[src/rtl/uart_rx_word.sv]
// uart_rx_word: oversampling UART receiver that deframes start/data/optional
// parity/stop bits and packs four consecutive bytes (first byte in [7:0])
// into a 32-bit word offered downstream on a valid/ready handshake.
// Framing, parity and overrun errors are reported as one-cycle pulses.
// dbg_state mirrors the receiver FSM state for observation.
module uart_rx_word #(
   parameter int CLKS_PER_BIT = 16,
   parameter int SAMPLE_PT    = (CLKS_PER_BIT - 1) / 2
) (
   input  logic        clk,
   input  logic        ap_rst,
   input  logic        rx,
   input  logic        parity_en,
   input  logic        ap_ready,
   output logic        ap_vaild,
   output logic [31:0] data,
   output logic        frame_err,
   output logic        parity_err,
   output logic        overrun,
   output logic [2:0]  dbg_state
);

   typedef enum logic [2:0] {
      S_IDLE   = 3'd0,
      S_START  = 3'd1,
      S_DATA   = 3'd2,
      S_PARITY = 3'd3,
      S_STOP   = 3'd4,
      S_BREAK  = 3'd5
   } state_t;

   localparam logic [9:0] BIT_LAST = 10'(CLKS_PER_BIT - 1);
   localparam logic [9:0] SAMPLE   = 10'(SAMPLE_PT);

   state_t      state, state_n;
   logic        rx_meta, rxs;
   logic [9:0]  bcnt;
   logic [2:0]  idx;
   logic [1:0]  byte_idx;
   logic [7:0]  shift;
   logic [23:0] asm_lo;
   logic        par_lat, par_bad;

   logic at_sample, bit_end, word_done;
   logic shift_en, par_latch, par_check, idx_clr, idx_inc;
   logic byte_ok, frame_hit, parity_hit;

   assign at_sample = (bcnt == SAMPLE);
   assign bit_end   = (bcnt == BIT_LAST);
   assign word_done = byte_ok && (byte_idx == 2'd3);
   assign dbg_state = state;

   // Two-flop synchronizer for the asynchronous serial line, idling high.
   always_ff @(posedge clk or posedge ap_rst) begin
      if (ap_rst) begin
         rx_meta <= 1'b1;
         rxs     <= 1'b1;
      end else begin
         rx_meta <= rx;
         rxs     <= rx_meta;
      end
   end

   // FSM state register.
   always_ff @(posedge clk or posedge ap_rst) begin
      if (ap_rst) state <= S_IDLE;
      else        state <= state_n;
   end

   // Next-state decode and per-cycle datapath strobes.
   always_comb begin
      state_n    = state;
      shift_en   = 1'b0;
      par_latch  = 1'b0;
      par_check  = 1'b0;
      idx_clr    = 1'b0;
      idx_inc    = 1'b0;
      byte_ok    = 1'b0;
      frame_hit  = 1'b0;
      parity_hit = 1'b0;
      case (state)
         S_IDLE: begin
            if (!rxs) state_n = S_START;
         end
         S_START: begin
            if (at_sample && rxs) begin
               state_n = S_IDLE;              // glitch, not a real start bit
            end else begin
               if (at_sample) par_latch = 1'b1;
               if (bit_end) begin
                  state_n = S_DATA;
                  idx_clr = 1'b1;
               end
            end
         end
         S_DATA: begin
            if (at_sample) shift_en = 1'b1;
            if (bit_end) begin
               if (idx == 3'd7) state_n = par_lat ? S_PARITY : S_STOP;
               else             idx_inc = 1'b1;
            end
         end
         S_PARITY: begin
            if (at_sample) par_check = 1'b1;
            if (bit_end)   state_n   = S_STOP;
         end
         S_STOP: begin
            // Decide at the stop sample; no need to wait out the stop bit.
            if (at_sample) begin
               if (!rxs) begin
                  frame_hit = 1'b1;
                  state_n   = S_BREAK;
               end else if (par_bad) begin
                  parity_hit = 1'b1;
                  state_n    = S_IDLE;
               end else begin
                  byte_ok = 1'b1;
                  state_n = S_IDLE;
               end
            end
         end
         S_BREAK: begin
            if (rxs) state_n = S_IDLE;
         end
         default: state_n = S_IDLE;
      endcase
   end

   // Bit timing, bit index, shift register and parity tracking.
   always_ff @(posedge clk or posedge ap_rst) begin
      if (ap_rst) begin
         bcnt    <= '0;
         idx     <= '0;
         shift   <= '0;
         par_lat <= 1'b0;
         par_bad <= 1'b0;
      end else begin
         bcnt <= ((state_n == S_IDLE) || bit_end) ? 10'd0 : bcnt + 10'd1;
         if (idx_clr)      idx <= 3'd0;
         else if (idx_inc) idx <= idx + 3'd1;
         if (shift_en) shift <= {rxs, shift[7:1]};
         if (par_latch) begin
            par_lat <= parity_en;
            par_bad <= 1'b0;
         end else if (par_check && (rxs != ^shift)) begin
            par_bad <= 1'b1;
         end
      end
   end

   // Word assembly: lanes 0..2 are staged, lane 3 completes the word.
   // Any error restarts assembly so partial words are discarded.
   always_ff @(posedge clk or posedge ap_rst) begin
      if (ap_rst) begin
         byte_idx <= '0;
         asm_lo   <= '0;
      end else if (frame_hit || parity_hit) begin
         byte_idx <= 2'd0;
      end else if (byte_ok) begin
         byte_idx <= byte_idx + 2'd1;
         case (byte_idx)
            2'd0:    asm_lo[7:0]   <= shift;
            2'd1:    asm_lo[15:8]  <= shift;
            2'd2:    asm_lo[23:16] <= shift;
            default: ;
         endcase
      end
   end

   // Output handshake: ap_vaild holds with data stable until a rising edge
   // with ap_ready high; a word completing on that same edge replaces it,
   // while a word completing with ap_vaild high and ap_ready low is dropped
   // and flagged as overrun. Error pulses are registered one-cycle strobes.
   always_ff @(posedge clk or posedge ap_rst) begin
      if (ap_rst) begin
         ap_vaild   <= 1'b0;
         data       <= '0;
         frame_err  <= 1'b0;
         parity_err <= 1'b0;
         overrun    <= 1'b0;
      end else begin
         frame_err  <= frame_hit;
         parity_err <= parity_hit;
         overrun    <= 1'b0;
         if (word_done) begin
            if (!ap_vaild || ap_ready) begin
               data     <= {shift, asm_lo};
               ap_vaild <= 1'b1;
            end else begin
               overrun <= 1'b1;
            end
         end else if (ap_vaild && ap_ready) begin
            ap_vaild <= 1'b0;
         end
      end
   end

endmodule

[config.mk]
export PLATFORM = sky130hd
export DESIGN_NAME = uart_rx_word
export DESIGN_NICKNAME = d
export VERILOG_FILES = /design/src/rtl/uart_rx_word.sv
export SDC_FILE = /design/constraint.sdc
export NUM_CORES = 1
export LEC_CHECK = 0
export BUFFER_PORTS_ARGS = -buffer_cell sky130_fd_sc_hd__buf_4
export CORE_ASPECT_RATIO = 1.2
export CORE_MARGIN = 2
export CORE_UTILIZATION = 62
export CTS_CLUSTER_DIAMETER = 120
export DETAILED_ROUTE_END_ITERATION = 6
export GPL_ROUTABILITY_DRIVEN = 0
export HOLD_SLACK_MARGIN = 0.02
export PLACE_DENSITY = 0.92
export SYNTH_ARGS = -nofsm -noshare
export SYNTH_HDL_FRONTEND = slang
export SYNTH_SLANG_ARGS = --single-unit
[constraint.sdc]
create_clock -name clk -period 4.7 [get_ports clk]
set_input_delay 0.94 -clock clk [delete_from_list [all_inputs] [get_ports clk]]
set_output_delay 0.94 -clock clk [all_outputs]
set_load 0.02 [all_outputs]
# Word-level counts from Yosys, hierarchy flattened
# Cells that the tools add are included.
[totals] ff_bits=90 in_bits=5 out_inout_bits=39 word_cells=100
[classes] add_sub_neg=3 n_eq_ne=13 mux=45 n_bitwise=1 n_reduce_logical=21
[ops] cell="3-bit 2-to-1 mux" n=12
[ops] cell="1-bit 2-to-1 mux" n=29
[ops] cell="3-bit one-hot mux with 6 select lines" n=1
[ops] cell="10-bit by 1-bit adder with 10-bit output (second input constant)" n=1
[ops] cell="10-bit by 3-bit == test with 1-bit output (second input constant)" n=1
[ops] cell="10-bit by 4-bit == test with 1-bit output (second input constant)" n=1
[ops] cell="10-bit 2-to-1 mux" n=1
[ops] cell="3-bit == test (second input constant)" n=3
[ops] cell="3-bit AND reduction" n=3
[ops] cell="2-bit nonzero test" n=4
[ops] cell="8-bit XOR reduction" n=1
[ops] cell="3-bit by 2-bit == test with 1-bit output (second input constant)" n=2
[ops] cell="3-bit zero test" n=2
[ops] cell="2-bit == test (second input constant)" n=2
[ops] cell="1-bit logical AND" n=4
[ops] cell="2-bit 2-to-1 mux" n=2
[ops] cell="2-bit AND reduction" n=2
[ops] cell="3-bit by 1-bit adder with 3-bit output (second input constant)" n=1
[ops] cell="3-bit by 1-bit == test with 1-bit output (second input constant)" n=1
[ops] cell="1-bit logical OR" n=3
[ops] cell="2-bit by 1-bit adder with 2-bit output (second input constant)" n=1
[ops] cell="2-bit by 1-bit == test with 1-bit output (second input constant)" n=1
[ops] cell="2-bit zero test" n=1
[ops] cell="2-bit by 1-bit inequality test with 1-bit output (second input constant)" n=1
[ops] cell="3 further kinds" n=3

# Depth between registers and ports, before layout
# Gate-level depths: netlist (run 1).
[logic_depth] depth_word=7 ltp_mapped=8 depth_no_buf=6

# Worst setup path after synthesis (run 1)
# OpenSTA, ideal clock, no wires.
[synth_path] path_kind="reg2reg" from="register bcnt[4]" to="register data[25]" arrival_time_ns=2.506 required_ns=4.572 path_slack_ns=2.067 stages_incl_launch_ff=8 path_buffers=2 path_cell_list="dfrtp_1 > or4_4 > or4_4 > nor3_4 > and3_1 > buf_2 > buf_6 > mux2_1"
[synth_via] elab_chain_len=5
[synth_lines] item="start: declaration" line_no="37" rtl="logic [9:0] bcnt;"
[synth_lines] item="start signal: assignment" line_no="138" rtl="bcnt <= ((state_n == S_IDLE) || bit_end) ? 10'd0 : bcnt + 10'd1;"
[synth_lines] item="10-bit by 3-bit == test with 1-bit output" line_no="48" rtl="assign at_sample = (bcnt == SAMPLE);"
[synth_lines] item="1-bit 2-to-1 mux" line_no="109" rtl="if (at_sample) begin"
[synth_lines] item="1-bit 2-to-1 mux" line_no="81" rtl="case (state)"
[synth_lines] item="1-bit logical AND" line_no="50" rtl="assign word_done = byte_ok && (byte_idx == 2'd3);"
[synth_lines] item="2-bit AND reduction (no line)"
[synth_lines] item="end signal: assignment" line_no="187" rtl="data <= {shift, asm_lo};"
[synth_lines] item="end: declaration" line_no="16" rtl="output logic [31:0] data,"
# Every way passes these cells.
# A chain may end at the register's enable or synchronous reset.

# Worst setup path after layout (run 1)
[layout_path] from="register bcnt[4]" to="register data[21]"
# Same word-level chain as after synthesis.

==> results.json, run 1 <==
{
  "ir_drop_v": 0.000329,
  "setup_violations": 0,
  "worst-endpoint-required_ns": 4.94,
  "post-place-ws_ns": 1.38,
  "timing.fmax_mhz": 300,
  "cellPowerDensity_mw_per_mm2": 365,
  "clkPwrFrac_pct": 37.0,
  "synth_top_area_share_pct": 58.4,
  "maxCapViolCount": 0,
  "synth_area_leaders": "dfrtp_1, mux2_2, mux2_1",
  "setup_tns_ns": 0,
  "cts_setup_buffers": 0,
  "final.fill_count": 392,
  "initial_core_util_pct": 63.2,
  "diodes": 0,
  "finalNonFillerCells": 410,
  "numPortBuffers": 43,
  "cp.arrival_ns": 3.58,
  "relSlewSlack_pct": 31.9,
  "globalRouteOverflowTotal": 0,
  "holdWs_ns": 0.358,
  "clock_path_buffers": 2,
  "drt_first_pass_iters": 4,
  "yosys_register_bits": 90,
  "dieWidth_um": 75.2,
  "finalHoldViolCount": 0,
  "postCtsHoldBufs": 0,
  "multiInputGateArea_mm2": 0.00144,
  "start_kind": "flip-flop",
  "wl_per_cell_um": 15.9,
  "rows": 31,
  "clk_latency_ns": 0.35,
  "cts-resized-gates": 0,
  "clock-sinks": 90,
  "ys_warn_count": 0,
  "finish.utilization_pct": 73.6,
  "min-delay-path-class": "flip-flop to flip-flop",
  "drt_iter0_drc": 196,
  "grtUsageTotal_pct": 22.0,
  "p_total_mw": 1.61,
  "p_sw_mw": 0.395,
  "intPower_mw": 1.21,
  "dieArea_mm2": 0.00673,
  "avgSynthCellArea_um2": 13.7,
  "layout_setup_ws_ns": 1.36,
  "final_common_cell": "dfrtp_1",
  "crit_type": "flip-flop to flip-flop",
  "io_pins": 44,
  "grt_max_degree": 63,
  "clk_pin_slew_ns": 0.08,
  "wirelength_mm": 6.53,
  "status": "completed",
  "hpwl_mm": 4.60,
  "antenna_found_initial": 0,
  "root_buffer": "clkbuf_8",
  "placed_cells": 394,
  "vias": 2281,
  "combinationalPowerShare_pct": 10.3,
  "regArea_mm2": 0.00225,
  "h-tree-depth": 3,
  "layout.nets": 335,
  "syn-instance-count": 276,
  "synth.net_count": 288,
  "period_share_pct": 71.0,
  "area_growth_pct": 16.5,
  "finalCriticalPeriod_ns": 3.34,
  "rsz0062_at_grt": "false",
  "core_mm2": 0.00597,
  "worstMarginPinSlew_ns": 1.02,
  "drc": 0,
  "viasPerCell": 5.56,
  "ant_nets": 0,
  "synth_top_cell_by_area": "dfrtp_1",
  "synth-seq-area-share_pct": 59.7,
  "grt_pass1_vias": 2261,
  "grt_pass1_wl_mm": 10.8,
  "die_height_um": 89.5,
  "p_sw_share_pct": 24.6,
  "synthesis.area_mm2": 0.00377,
  "layout_common_cells": "dfrtp_1, buf_4, mux2_2",
  "cp_max_fo": 19,
  "endpoint_kind": "flip-flop",
  "leakagePower_nw": 2.32,
  "power_frac_seq_pct": 52.7,
  "cts_tree": "yes",
  "regToRegSetupSlack_ns": 1.36,
  "cts-buffers-inserted": 9,
  "yosys.cell_types.count": 34,
  "dpl_cell_area_mm2": 0.00416,
  "slew_viol_final": 0,
  "design_area_mm2": 0.00440,
  "final_layout_size_suffix_gt1_share_pct": 32.6,
  "finClkSkew_ns": 0.00763
}
-- power by group through the flow --
stage	logic, mW	clock network, mW	registers [mW]
after floorplan	0.132	0	0.848
after global placement	0.159	0	0.857
after detailed placement	0.167	0	0.859
after CTS	0.168	0.605	0.845
after global routing	0.192	0.643	0.851
final	0.166	0.594	0.846
-- per-layer routing --
layer  global-route usage (%)  routed length [um]
met1                     27.2                2740
met5                        0                   0
met4                     11.5                 125
met2                     36.9                3430
met3                     3.83                 228
-- worst max-delay path, cell delays in order (launching register included) --
cell and delay, ns:
dfrtp_1 0.45, or4_4 0.59, or4_4 0.56, nor3_4 0.23
and3_1 0.64, buf_4 0.39, mux2_1 0.36
-- registers in the layout, summed over array words and instances, names as in the netlist --
register,count
parity_err,1
bcnt,10
byte_idx,2
par_lat,1
asm_lo,24
ap_vaild,1
rxs,1
shift,8
idx,3
data,32
dbg_state,3
frame_err,1
par_bad,1
overrun,1
rx_meta,1
-- worst paths after layout --
| check | start | to | cells past startpoint |
|---|---|---|---|
| setup / recovery | bcnt[4] | data[21] | 6 |
| max in group asynchronous | ap_rst | asm_lo[20] | 3 |
| min in group asynchronous | ap_rst | idx[0] | 2 |
| hold / removal | rx_meta | rxs | 0 |
| hold reg to reg | rx_meta | rxs | 0 |
| setup reg to reg | bcnt[4] | data[21] | 6 |
-- logic make-up (layout without fill, tap and decap cells) --
kind of cell / Yosys count / count (layout) / synth area share, %
DFF: 90 / 90 / 59.7
and+or+nand+nor: 67 / 67 / 9.58
AOI/OAI and AO/OA: 12 / 12 / 2.06
buffers and inverters: 15 / 67 / 2.12
xor gates and xnor gates: 17 / 17 / 3.95
muxes: 68 / 68 / 20.2
adders and majority gates: 7 / 7 / 2.32
-- cells in the mapped netlist, drive strengths merged --
master	instances
dfrtp	88
mux2	66
nor2	19
nand2	11
xnor2	11
ha	7
nor3	7
inv	6
or3	6
xor2	6
and3	5
clkbuf	5
nand3	5
a21oi	4
buf	4
nand2b	4
or4	4
nor4	3
dfstp	2
mux2i	2
o21ai	2
or2	2
a211oi	1
a22o	1
a2bb2oi	1
o22ai	1
o31ai	1
o41ai	1
or3b	1
-- cell type report --
class,count,share of cell area (%)
Tap cell,82,2.33
Sequential cell,90,51.3
Timing Repair Buffer,45,7.69
Clock buffer,12,3.76
Clock inverter,4,1.65
Multi-Input combinational cell,171,32.7
Inverter,6,0.541
Power figures use the tool's default switching activity.
==> run 2, diff against run 1 <==
Settings changed: CORE_UTILIZATION 62 to 52, PLACE_DENSITY 0.92 to 0.83.
Clock period 4.7 ns to 2.67 ns, I/O delays scaled along.
==> run 2 against run 1 <==
Compared with the run above: clock skew rose by 0.0027 ns; routed wire length is 0.69% higher; sequential power increased by 76%; hold slack worse by 0.11 ns; clock power grew 77%; cell area is 2.0% higher; largest cell class unchanged; register-to-register slack got worse by 1.2 ns; via count is 0.53% lower; maximum frequency up 31%; critical path depth unchanged.
==> results.json, run 2 (synthesis results as in run 1) <==
{
  "h-tree-depth": 3,
  "top_regs": "data (32), asm_lo (24), bcnt (10)",
  "grt_pass1_vias": 2261,
  "cts_setup_buffers": 0,
  "min-delay-path-class": "input port to asynchronous set/reset pin",
  "final_layout_size_suffix_gt1_share_pct": 34.0,
  "grt_pass1_wl_mm": 11.1,
  "cts-resized-gates": 0,
  "crit_buf_inv": 1,
  "wl_per_cell_um": 15.6,
  "core_mm2": 0.00715,
  "hpwl_mm": 4.51,
  "cp_cell_sequence": "or4_4, or4_4, nor3_4, and3_2, buf_12, mux2_1",
  "wirelength_mm": 6.57,
  "maxCapViolCount": 0,
  "crit_type": "flip-flop to flip-flop",
  "finClkSkew_ns": 0.0103,
  "grtUsageTotal_pct": 18.4,
  "layout_common_cells": "dfrtp_1, buf_4, mux2_2",
  "crit_path_frequent_cell": "or4_4",
  "finalHoldViolCount": 0,
  "post-place-ws_ns": 0.0660,
  "diodes": 0,
  "io_pins": 44,
  "p_sw_mw": 0.739,
  "root_buffer": "clkbuf_8",
  "clk_latency_ns": 0.36,
  "worstMarginPinSlew_ns": 0.615,
  "cp_max_fo": 15,
  "finalCriticalPeriod_ns": 2.56,
  "relSlewSlack_pct": 58.9,
  "cellPowerDensity_mw_per_mm2": 633,
  "finish.utilization_pct": 62.7,
  "drc": 0,
  "vias": 2269,
  "initial_core_util_pct": 52.8,
  "clk_pin_slew_ns": 0.09,
  "clkPwrFrac_pct": 36.8,
  "dieArea_mm2": 0.00796,
  "die_height_um": 97.3,
  "combinationalPowerShare_pct": 10.8,
  "r2r_cells": 6,
  "rsz0062_at_grt": "true",
  "cp.arrival_ns": 2.80,
  "reg2reg_to": "data[13]",
  "period_share_pct": 95.7,
  "numPortBuffers": 43,
  "cp_slowest_stage_delay_ns": 0.57,
  "setup_violations": 0,
  "start_kind": "flip-flop",
  "layout.nets": 339,
  "cts-buffers-inserted": 9,
  "dieWidth_um": 81.8,
  "grt_max_degree": 64,
  "crit_family": "simple AND/OR/NAND/NOR gates",
  "slowest_stage": "or4_4",
  "rows": 34,
  "worst-endpoint-required_ns": 2.91,
  "area_growth_pct": 18.8,
  "clock-sinks": 90,
  "timing.fmax_mhz": 391,
  "postCtsHoldBufs": 0,
  "p_sw_share_pct": 26.0,
  "slew_viol_final": 0,
  "setup_tns_ns": 0,
  "antenna_found_initial": 0,
  "intPower_mw": 2.10,
  "clock_path_buffers": 2,
  "ant_nets": 0,
  "status": "completed",
  "viasPerCell": 5.38,
  "power_frac_seq_pct": 52.3,
  "drt_iter0_drc": 99,
  "ir_drop_v": 0.000467,
  "top_register": "data",
  "layout_setup_ws_ns": 0.115,
  "largest_reg_flops": 32,
  "drt_first_pass_iters": 4,
  "endpoint_kind": "flip-flop",
  "p_total_mw": 2.84,
  "globalRouteOverflowTotal": 0,
  "leakagePower_nw": 2.35,
  "regToRegSetupSlack_ns": 0.11,
  "cts_tree": "yes",
  "final_common_cell": "dfrtp_1",
  "r2r-start": "bcnt[6]"
}
run 2: cell types whose count changed in the layout (fill, tap and decap cells not counted), sizes merged:
| cell | change |
|---|---|
| inv | +3 |
| clkinv | -2 |
| clkbuf | -2 |
| clkinvlp | +1 |
| buf | +4 |
run 2: layer usage:
layer | vias up | part of all wire [%] | global-route usage, %
li1 | 1073 | - | -
met1 | 1136 | 44 | 25.0
met2 | 46 | 51 | 28.5
met3 | 14 | 3.1 | 3.44
met4 | 0 | 2.3 | 8.08
met5 | - | 0 | 0
run 2: stage by stage:
step / area (um2) / cells / hold slack [ns]
5_1_grt: 4480 / 422 / 0.257
3_5_place_dp: 4240 / 406 / 0.347
6_report: 4480 / 422 / 0.245
3_3_place_gp: 4240 / 406 / 0.348
2_1_floorplan: 3780 / 276 / 0.345
4_1_cts: 4470 / 422 / 0.259
run 2: power by group through the flow:
stage	Clock [mW]	Combinational (mW)	Sequential [mW]
3_3_place_gp	0	0.289	1.51
5_1_grt	1.13	0.355	1.50
2_1_floorplan	0	0.232	1.49
4_1_cts	1.07	0.298	1.48
6_report	1.05	0.307	1.49
3_5_place_dp	0	0.295	1.51
run 2: worst max-delay path by stage:
stage,from,endpoint,slack [ns],depth (start not counted)
6_report,bcnt[6],data[13],0.11,6
5_1_grt,bcnt[6],asm_lo[0],-0.007,6
4_1_cts,bcnt[6],data[13],0.05,6
3_5_place_dp,bcnt[6],data[13],0.07,6
3_3_place_gp,bcnt[6],data[28],0.12,6
2_1_floorplan,bcnt[4],data[26],0.04,7
run 2: cell type report:
cell class / count / area (um2)
clock inverter: 6 / 93.8
inverter: 6 / 26.3
fill: 561 / 2670
multi-input combinational: 171 / 1450
tap: 90 / 113
timing repair buffer: 49 / 405
clock buffer: 10 / 138
sequential: 90 / 2250
